<file path="src/rtl/program_sequencer.sv">
`default_nettype none
// ============================================================================
// Module  : program_sequencer
// Purpose : Loadable 16-word program memory that issues packed 21-bit words
//           to the CPU instruction port, one per clock, with optional looping.
// Rev     : 1.0
// ============================================================================
module program_sequencer #(
    parameter int DEPTH = 16,
    parameter int AW    = 4,
    parameter int IW    = 21
) (
    input  logic          clk,
    input  logic          rst,
    input  logic          wr_en,
    input  logic [AW-1:0] wr_addr,
    input  logic          wr_z,
    input  logic [2:0]    wr_op,
    input  logic [7:0]    wr_im,
    input  logic [2:0]    wr_src1,
    input  logic [2:0]    wr_src2,
    input  logic [2:0]    wr_dst,
    input  logic          start,
    input  logic [AW-1:0] last_addr,
    input  logic          loop,
    input  logic          stall,
    input  logic          halt,
    output logic [IW-1:0] instruction,
    output logic          instr_valid,
    output logic [AW-1:0] pc,
    output logic          busy,
    output logic          done,
    output logic          err
);

    typedef enum logic [1:0] {
        S_IDLE = 2'd0,
        S_RUN  = 2'd1,
        S_DONE = 2'd2
    } state_t;

    state_t        r_state;
    logic [IW-1:0] r_mem [DEPTH];
    logic [AW-1:0] r_last;
    logic          r_loop;

    logic [IW-1:0] w_word;
    logic          w_wr_ok;

    assign w_word  = {wr_z, wr_op, wr_im, wr_src1, wr_src2, wr_dst};
    assign w_wr_ok = wr_en && (r_state != S_RUN);

    // Program memory is deliberately outside the reset domain so it survives rst.
    always_ff @(posedge clk) begin
        if (w_wr_ok) begin
            r_mem[wr_addr] <= w_word;
        end
    end

    always_ff @(posedge clk) begin
        if (rst) begin
            r_state     <= S_IDLE;
            pc          <= '0;
            instruction <= '0;
            instr_valid <= 1'b0;
            err         <= 1'b0;
            r_last      <= '0;
            r_loop      <= 1'b0;
        end else begin
            err <= wr_en && (r_state == S_RUN);
            case (r_state)
                S_IDLE, S_DONE: begin
                    // DONE retires the final word after its single valid cycle.
                    if (r_state == S_DONE) begin
                        instruction <= '0;
                        instr_valid <= 1'b0;
                    end
                    if (start) begin
                        r_last  <= last_addr;
                        r_loop  <= loop;
                        pc      <= '0;
                        r_state <= S_RUN;
                    end
                end
                S_RUN: begin
                    if (halt) begin
                        r_state     <= S_IDLE;
                        instruction <= '0;
                        instr_valid <= 1'b0;
                    end else if (!stall) begin
                        instruction <= r_mem[pc];
                        instr_valid <= 1'b1;
                        if (pc != r_last) begin
                            pc <= pc + 1'b1;
                        end else if (r_loop) begin
                            pc <= '0;
                        end else begin
                            r_state <= S_DONE;
                        end
                    end
                end
                default: r_state <= S_IDLE;
            endcase
        end
    end

    assign busy = (r_state == S_RUN);
    assign done = (r_state == S_DONE);

endmodule
`default_nettype wire

</file>
<file path="config.mk">
export PLATFORM = sky130hd
export DESIGN_NAME = program_sequencer
export DESIGN_NICKNAME = d
export VERILOG_FILES = /design/src/rtl/program_sequencer.sv
export SDC_FILE = /design/constraint.sdc
export NUM_CORES = 1
export LEC_CHECK = 0
export BUFFER_PORTS_ARGS = -buffer_cell sky130_fd_sc_hd__buf_4
export CORE_MARGIN = 1.5
export CORE_UTILIZATION = 45
export CTS_CLUSTER_SIZE = 24
export DETAILED_ROUTE_END_ITERATION = 8
export MAX_ROUTING_LAYER = met4
export SETUP_SLACK_MARGIN = 0.2
export SYNTH_ARGS = -nofsm -noshare
export SYNTH_HDL_FRONTEND = slang
export SYNTH_SLANG_ARGS = --single-unit
export TNS_END_PERCENT = 1
</file>
<file path="constraint.sdc">
create_clock -name clk -period 3.95 [get_ports clk]
set_input_delay 0.395 -clock clk [delete_from_list [all_inputs] [get_ports clk]]
set_output_delay 0.395 -clock clk [all_outputs]
set_load 0.01 [all_outputs]
</file>
## Word level (Yosys, flattened, before mapping)

Memories as Yosys holds them, arrays and structs flattened. A register that Yosys moved wholly into a read port is not among the register bits.
Cells that the tools add are included.

- Add/sub/neg operators: 1
- Equality and inequality tests: 12
- Multiplexer cells: 24
- Reductions and logical operators: 9

Operators with widths:

| kind | number |
|---|---|
| 21-bit two-way mux | 3 |
| 21-bit case mux with 2 select lines | 1 |
| 4-bit two-way mux | 7 |
| 2-bit two-way mux | 5 |
| 3-bit != test, second input constant | 3 |
| 2-bit != test, second input constant | 4 |
| 4-bit case mux with 2 select lines | 1 |
| 1-bit two-way mux | 5 |
| 5-bit AND reduction | 1 |
| 4-bit by 1-bit adder with 4-bit output, second input constant | 1 |
| 4-bit != test | 1 |
| 2-bit case mux with 2 select lines | 1 |
| 4-bit AND reduction | 1 |
| 3-bit by 1-bit != test with 1-bit output, second input constant | 1 |
| 3-bit AND reduction | 1 |
| 2-bit by 1-bit == test with 1-bit output, second input constant | 1 |
| 2-bit == test, second input constant | 1 |
| 1-bit logical AND | 2 |
| 2-bit zero test | 1 |
| 2-bit by 1-bit != test with 1-bit output, second input constant | 1 |
| 1-bit case mux with 2 select lines | 1 |
| 2-bit AND reduction | 1 |
| 2-bit nonzero test | 1 |
| 2-bit OR reduction | 1 |

- Register bits: 34
- Memory bits (writable): 336
- Bits of input ports: 36
- Word-level logic and storage cells: 54
- Memories kept: 1

Memory list:

| memory | depth | bits a word | rd ports | clocked after memory_dff | wr ports | line | text |
|---|---|---|---|---|---|---|---|
| r_mem | 16 | 21 | 1 | 1 | 1 | 43 | `logic [IW-1:0] r_mem [DEPTH];` |

## Logic depth before layout (Yosys ltp)

- Word-level depth: 7
- Gate-level depth with buffers: 8
- Gate-level depth less buffers: 7

## Least setup slack after synthesis

OpenSTA, ideal clock, no wires.

- Path type: reg-to-reg
- From: register r_state[1]
- To: memory r_mem[0][0] (enable)
- Library setup time: 0.426 ns
- Data arrival time: 2.707 ns
- Data required time: 3.524 ns
- Slack: 0.817 ns
- Stages on the path, launching flop included: 6
- Buffers on the path: 0
- Cell sequence: dfxtp_1 inv_1 ha_1 nand2b_1 or3_1 nor3_1

- Cells in the longest elaborated chain, start to end: 4

RTL lines:

| what | line | text |
|---|---|---|
| start: declaration | 42 | `state_t r_state;` |
| start signal: assignment | 62 | `r_state <= S_IDLE;` |
| start signal: assignment | 82 | `r_state <= S_RUN;` |
| start signal: assignment | 87 | `r_state <= S_IDLE;` |
| 2-bit by 1-bit != test with 1-bit output | 51 | `assign w_wr_ok = wr_en && (r_state != S_RUN);` |
| 1-bit logical AND | 51 |  |
| 1-bit two-way mux | 55 | `if (w_wr_ok) begin` |
| 1-bit two-way mux (not written as such) | 56 | `r_mem[wr_addr] <= w_word;` |
| end: declaration | 43 |  |

No other way between the ends.

## Worst setup path after layout

- From: register r_state[1]
- To: memory r_mem[3][8] (enable)

Same word-level chain as after synthesis.

==> flow_metrics.env <==
export IMPL_min_path_type="input port to register"
export IMPL_synth_top_cell_area_share=0.7105
export IMPL_synthesis_instances=669
export IMPL_syn_area_sq_um=14200
export IMPL_synth_area_top_cells="edfxtp_1, mux4_2, dfxtp_1"
export IMPL_portBuffers=64
export IMPL_min_path_cells=3
export IMPL_layout_drive_gt1_share=0.3213
export IMPL_setup_viol=0
export IMPL_peakVddDrop_uv=329.7
export IMPL_worstPathCellList="inv_1, ha_1, nand2b_1, or3_1, nor2_2, buf_4"
export IMPL_r2r_start="r_state[1]"
export IMPL_cp_start_kind="register"
export IMPL_drcViolationCount=0
export IMPL_p_sw_frac=0.2144
export IMPL_wl_per_cell_um=25.58
export IMPL_cts_root_buf="clkbuf_16"
export IMPL_nets=812
export IMPL_cp_data_required_time_ns=4.16
export IMPL_antenna_found_initial=0
export IMPL_die_w_um=180.6
export IMPL_clk_pin_slew_worst_paths_ns=0.06
export IMPL_dieArea_sq_um=32630
export IMPL_use_met3=0.03092
export IMPL_p_per_area_nw_per_um2=510.9
export IMPL_clock_sinks=374
export IMPL_arrival_ns=2.67
export IMPL_p_int_w=0.006637
export IMPL_hold_viol_final=0
export IMPL_dpl_cell_area_sq_um=15330
export IMPL_synth_largest_area_cell="edfxtp_1"
export IMPL_grt_overflow=0
export IMPL_gp_congestion=0.8192
export IMPL_min_to="r_loop"
export IMPL_vias=6933
export IMPL_synth_ff_type="edfxtp_1"
export IMPL_post_route_util=0.5364
export IMPL_postCtsSetupBuffers=0
export IMPL_io_pins=65
export IMPL_syn_nets=710
export IMPL_diodes=0
export IMPL_synth_most_common_cell="edfxtp_1"
export IMPL_clock_power_share=0.405
export IMPL_dr_first_iter_drc_count=549
export IMPL_synth_seq_cells=374
export IMPL_cts_resized=0
export IMPL_grt_pass1_wl_um=45620
export IMPL_met1_usage=0.2801
export IMPL_fin_crit_sh=0.6216
export IMPL_drt_total_wl_um=30600
export IMPL_tns_ns=0
export IMPL_cts_buffer_depth=3
export IMPL_areaGrowthSynthToFinish_pct=16.44
export IMPL_hold_path_startpoint="loop"
export IMPL_synth_edf_count=336
export IMPL_finClkSkew_ns=0.01797
export IMPL_clock_latency_ns=0.52
export IMPL_p_comb_frac=0.068
export IMPL_slew_headroom=0.3841
export IMPL_core_sq_um=30830
export IMPL_cts_hold_buffers=0
export IMPL_ant_nets=0
export IMPL_crit_buf_inv=2
export IMPL_synthArstFlopShare=0
export IMPL_fin_area_sq_um=16540
export IMPL_power_leakage_nw=5.300
export IMPL_grt_usage=0.1970
export IMPL_seq_power_share=0.527
export IMPL_maxCapViolations=0
export IMPL_grt_max_degree=55
export IMPL_status="finished, final reports clean"
export IMPL_busiest_layer="met2"
export IMPL_slew_viol_final=0
export IMPL_timing_fmax_mhz=407.3
export IMPL_p_sw_w=0.001811
export IMPL_ys_warn_count=0
export IMPL_avgSynthCellArea_sq_um=21.23
export IMPL_fin_crit_ns=2.455
export IMPL_cts_max_level=2
export IMPL_grt_use_met2=0.3027
export IMPL_floorplan_rows=64
export IMPL_numCtsBuffers=39
export IMPL_cts_tree="done"
export IMPL_synth_cell_types=35
export IMPL_dp_cells=1126
export IMPL_fillers=2343
export IMPL_dpl_hpwl_um=17900
export IMPL_worstSetupPathType="register to register"
export IMPL_worst_pin_slew_ns=0.9239
export IMPL_critPathCaptureType="register"
export IMPL_crit_family="simple AND/OR/NAND/NOR gates"
export IMPL_ys_seq_area_frac=0.7641
export IMPL_dr_pass1_iters=5
export IMPL_reg2reg_to="r_mem[3][8]"
export IMPL_rrSetupSlack_ns=1.49
export IMPL_vias_per_cell=5.797
export IMPL_rsz0062_at_grt="no"
export IMPL_final_cells=1196
export IMPL_initial_core_util=0.4606
export IMPL_slowest_stage="nor2_2"
export IMPL_die_h_um=180.6
export IMPL_crit_fanout=8
export IMPL_grt_pass1_vias=7117
export IMPL_max_stage_delay_ns=0.48
export IMPL_synthTopCellsByCount="edfxtp_1, mux4_2, mux2i_1"
export IMPL_reg2reg_depth=6
[through the flow]
step / power (W) / hold slack (ns) / setup WS, ns
floorplan: 0.004852 / 0.4739 / 0.8174
global placement: 0.005092 / 0.4458 / 1.544
detailed placement: 0.005113 / 0.4491 / 1.523
CTS: 0.008524 / 0.1149 / 1.500
global route: 0.008719 / 0.1380 / 1.344
finish: 0.008448 / 0.1325 / 1.495
[worst reg2reg max path: cells and delay by family (launching register included)]
| family | cells | cell delay [ns] |
|---|---|---|
| AND/OR/NAND/NOR | 3 | 1.12 |
| flip-flops | 1 | 0.38 |
| buffers and inverters | 2 | 0.38 |
| adder cells (fa/ha/maj) | 1 | 0.28 |
[cells by family after synthesis]
logic type | after synthesis | share of synthesized area
muxes | 134 | 0.1685
adders and majority gates | 5 | 0.004405
AOI/OAI and AO/OA | 59 | 0.02872
DFF | 374 | 0.7641
buffers and inverters | 37 | 0.01348
xor gates and xnor gates | 4 | 0.002467
and+or+nand+nor | 56 | 0.01841
[power by group through the flow]
| stage | clock (W) | sequential (W) | combinational (W) |
|---|---|---|---|
| 2_1_floorplan | 0 | 0.00453 | 0.000325 |
| 3_3_place_gp | 0 | 0.00453 | 0.000566 |
| 3_5_place_dp | 0 | 0.00453 | 0.000581 |
| 4_1_cts | 0.00349 | 0.00445 | 0.000582 |
| 5_1_grt | 0.00364 | 0.00446 | 0.000625 |
| 6_report | 0.00343 | 0.00445 | 0.000574 |
[placed cells by master, fill, tap and decap left out, types with 7 or more instances in the layout]
| cell | synthesis | layout |
|---|---|---|
| o21ai_1 | 15 | 15 |
| inv_1 | 7 | 7 |
| nor2_2 | 0 | 12 |
| clkbuf_8 | 0 | 7 |
| mux4_2 | 84 | 84 |
| clkinv_2 | 0 | 12 |
| clkbuf_16 | 0 | 39 |
| nor2_1 | 27 | 15 |
| o22ai_1 | 8 | 8 |
| edfxtp_1 | 336 | 336 |
| mux2i_1 | 50 | 50 |
| dfxtp_1 | 38 | 35 |
| a21o_1 | 9 | 9 |
| a2bb2oi_1 | 14 | 14 |
| buf_4 | 0 | 87 |
[registers in the layout, summed over array words and instances (netlist names), named ones only]
name,count
r_loop,1
r_state,2
err,1
pc,4
r_last,4
instruction,21
r_mem,336
instr_valid,1
[worst max-delay path by stage]
stage / slack, ns / endpoint / start / cells after the start
6_report: 1.49 / r_mem[3][8] / r_state[1] / 6
5_1_grt: 1.34 / r_mem[11][16] / r_state[1] / 7
4_1_cts: 1.50 / r_mem[3][8] / r_state[1] / 6
3_5_place_dp: 1.52 / r_mem[10][0] / r_state[1] / 7
3_3_place_gp: 1.54 / r_mem[10][4] / r_state[1] / 7
2_1_floorplan: 0.82 / r_mem[0][0] / r_state[1] / 5
[final cells by class]
class                      instances  area (sq um)  area share
sequential                       374         10860      0.6567
clock inverter                    19         117.6    0.007113
clock buffer                      51          1091     0.06598
inverter                           7         26.28    0.001589
timing repair buffer              91         733.2     0.04434
tap                              396         495.5     0.02996
multi-input combinational        258          3213      0.1943
[metal layers]
layer | vias up | routed length, um
li1 | 2986 | -
met2 | 228 | 14600
met1 | 3690 | 13960
met3 | 29 | 1670
met5 | - | 0
met4 | 0 | 359
Power figures use the tool's default switching activity.
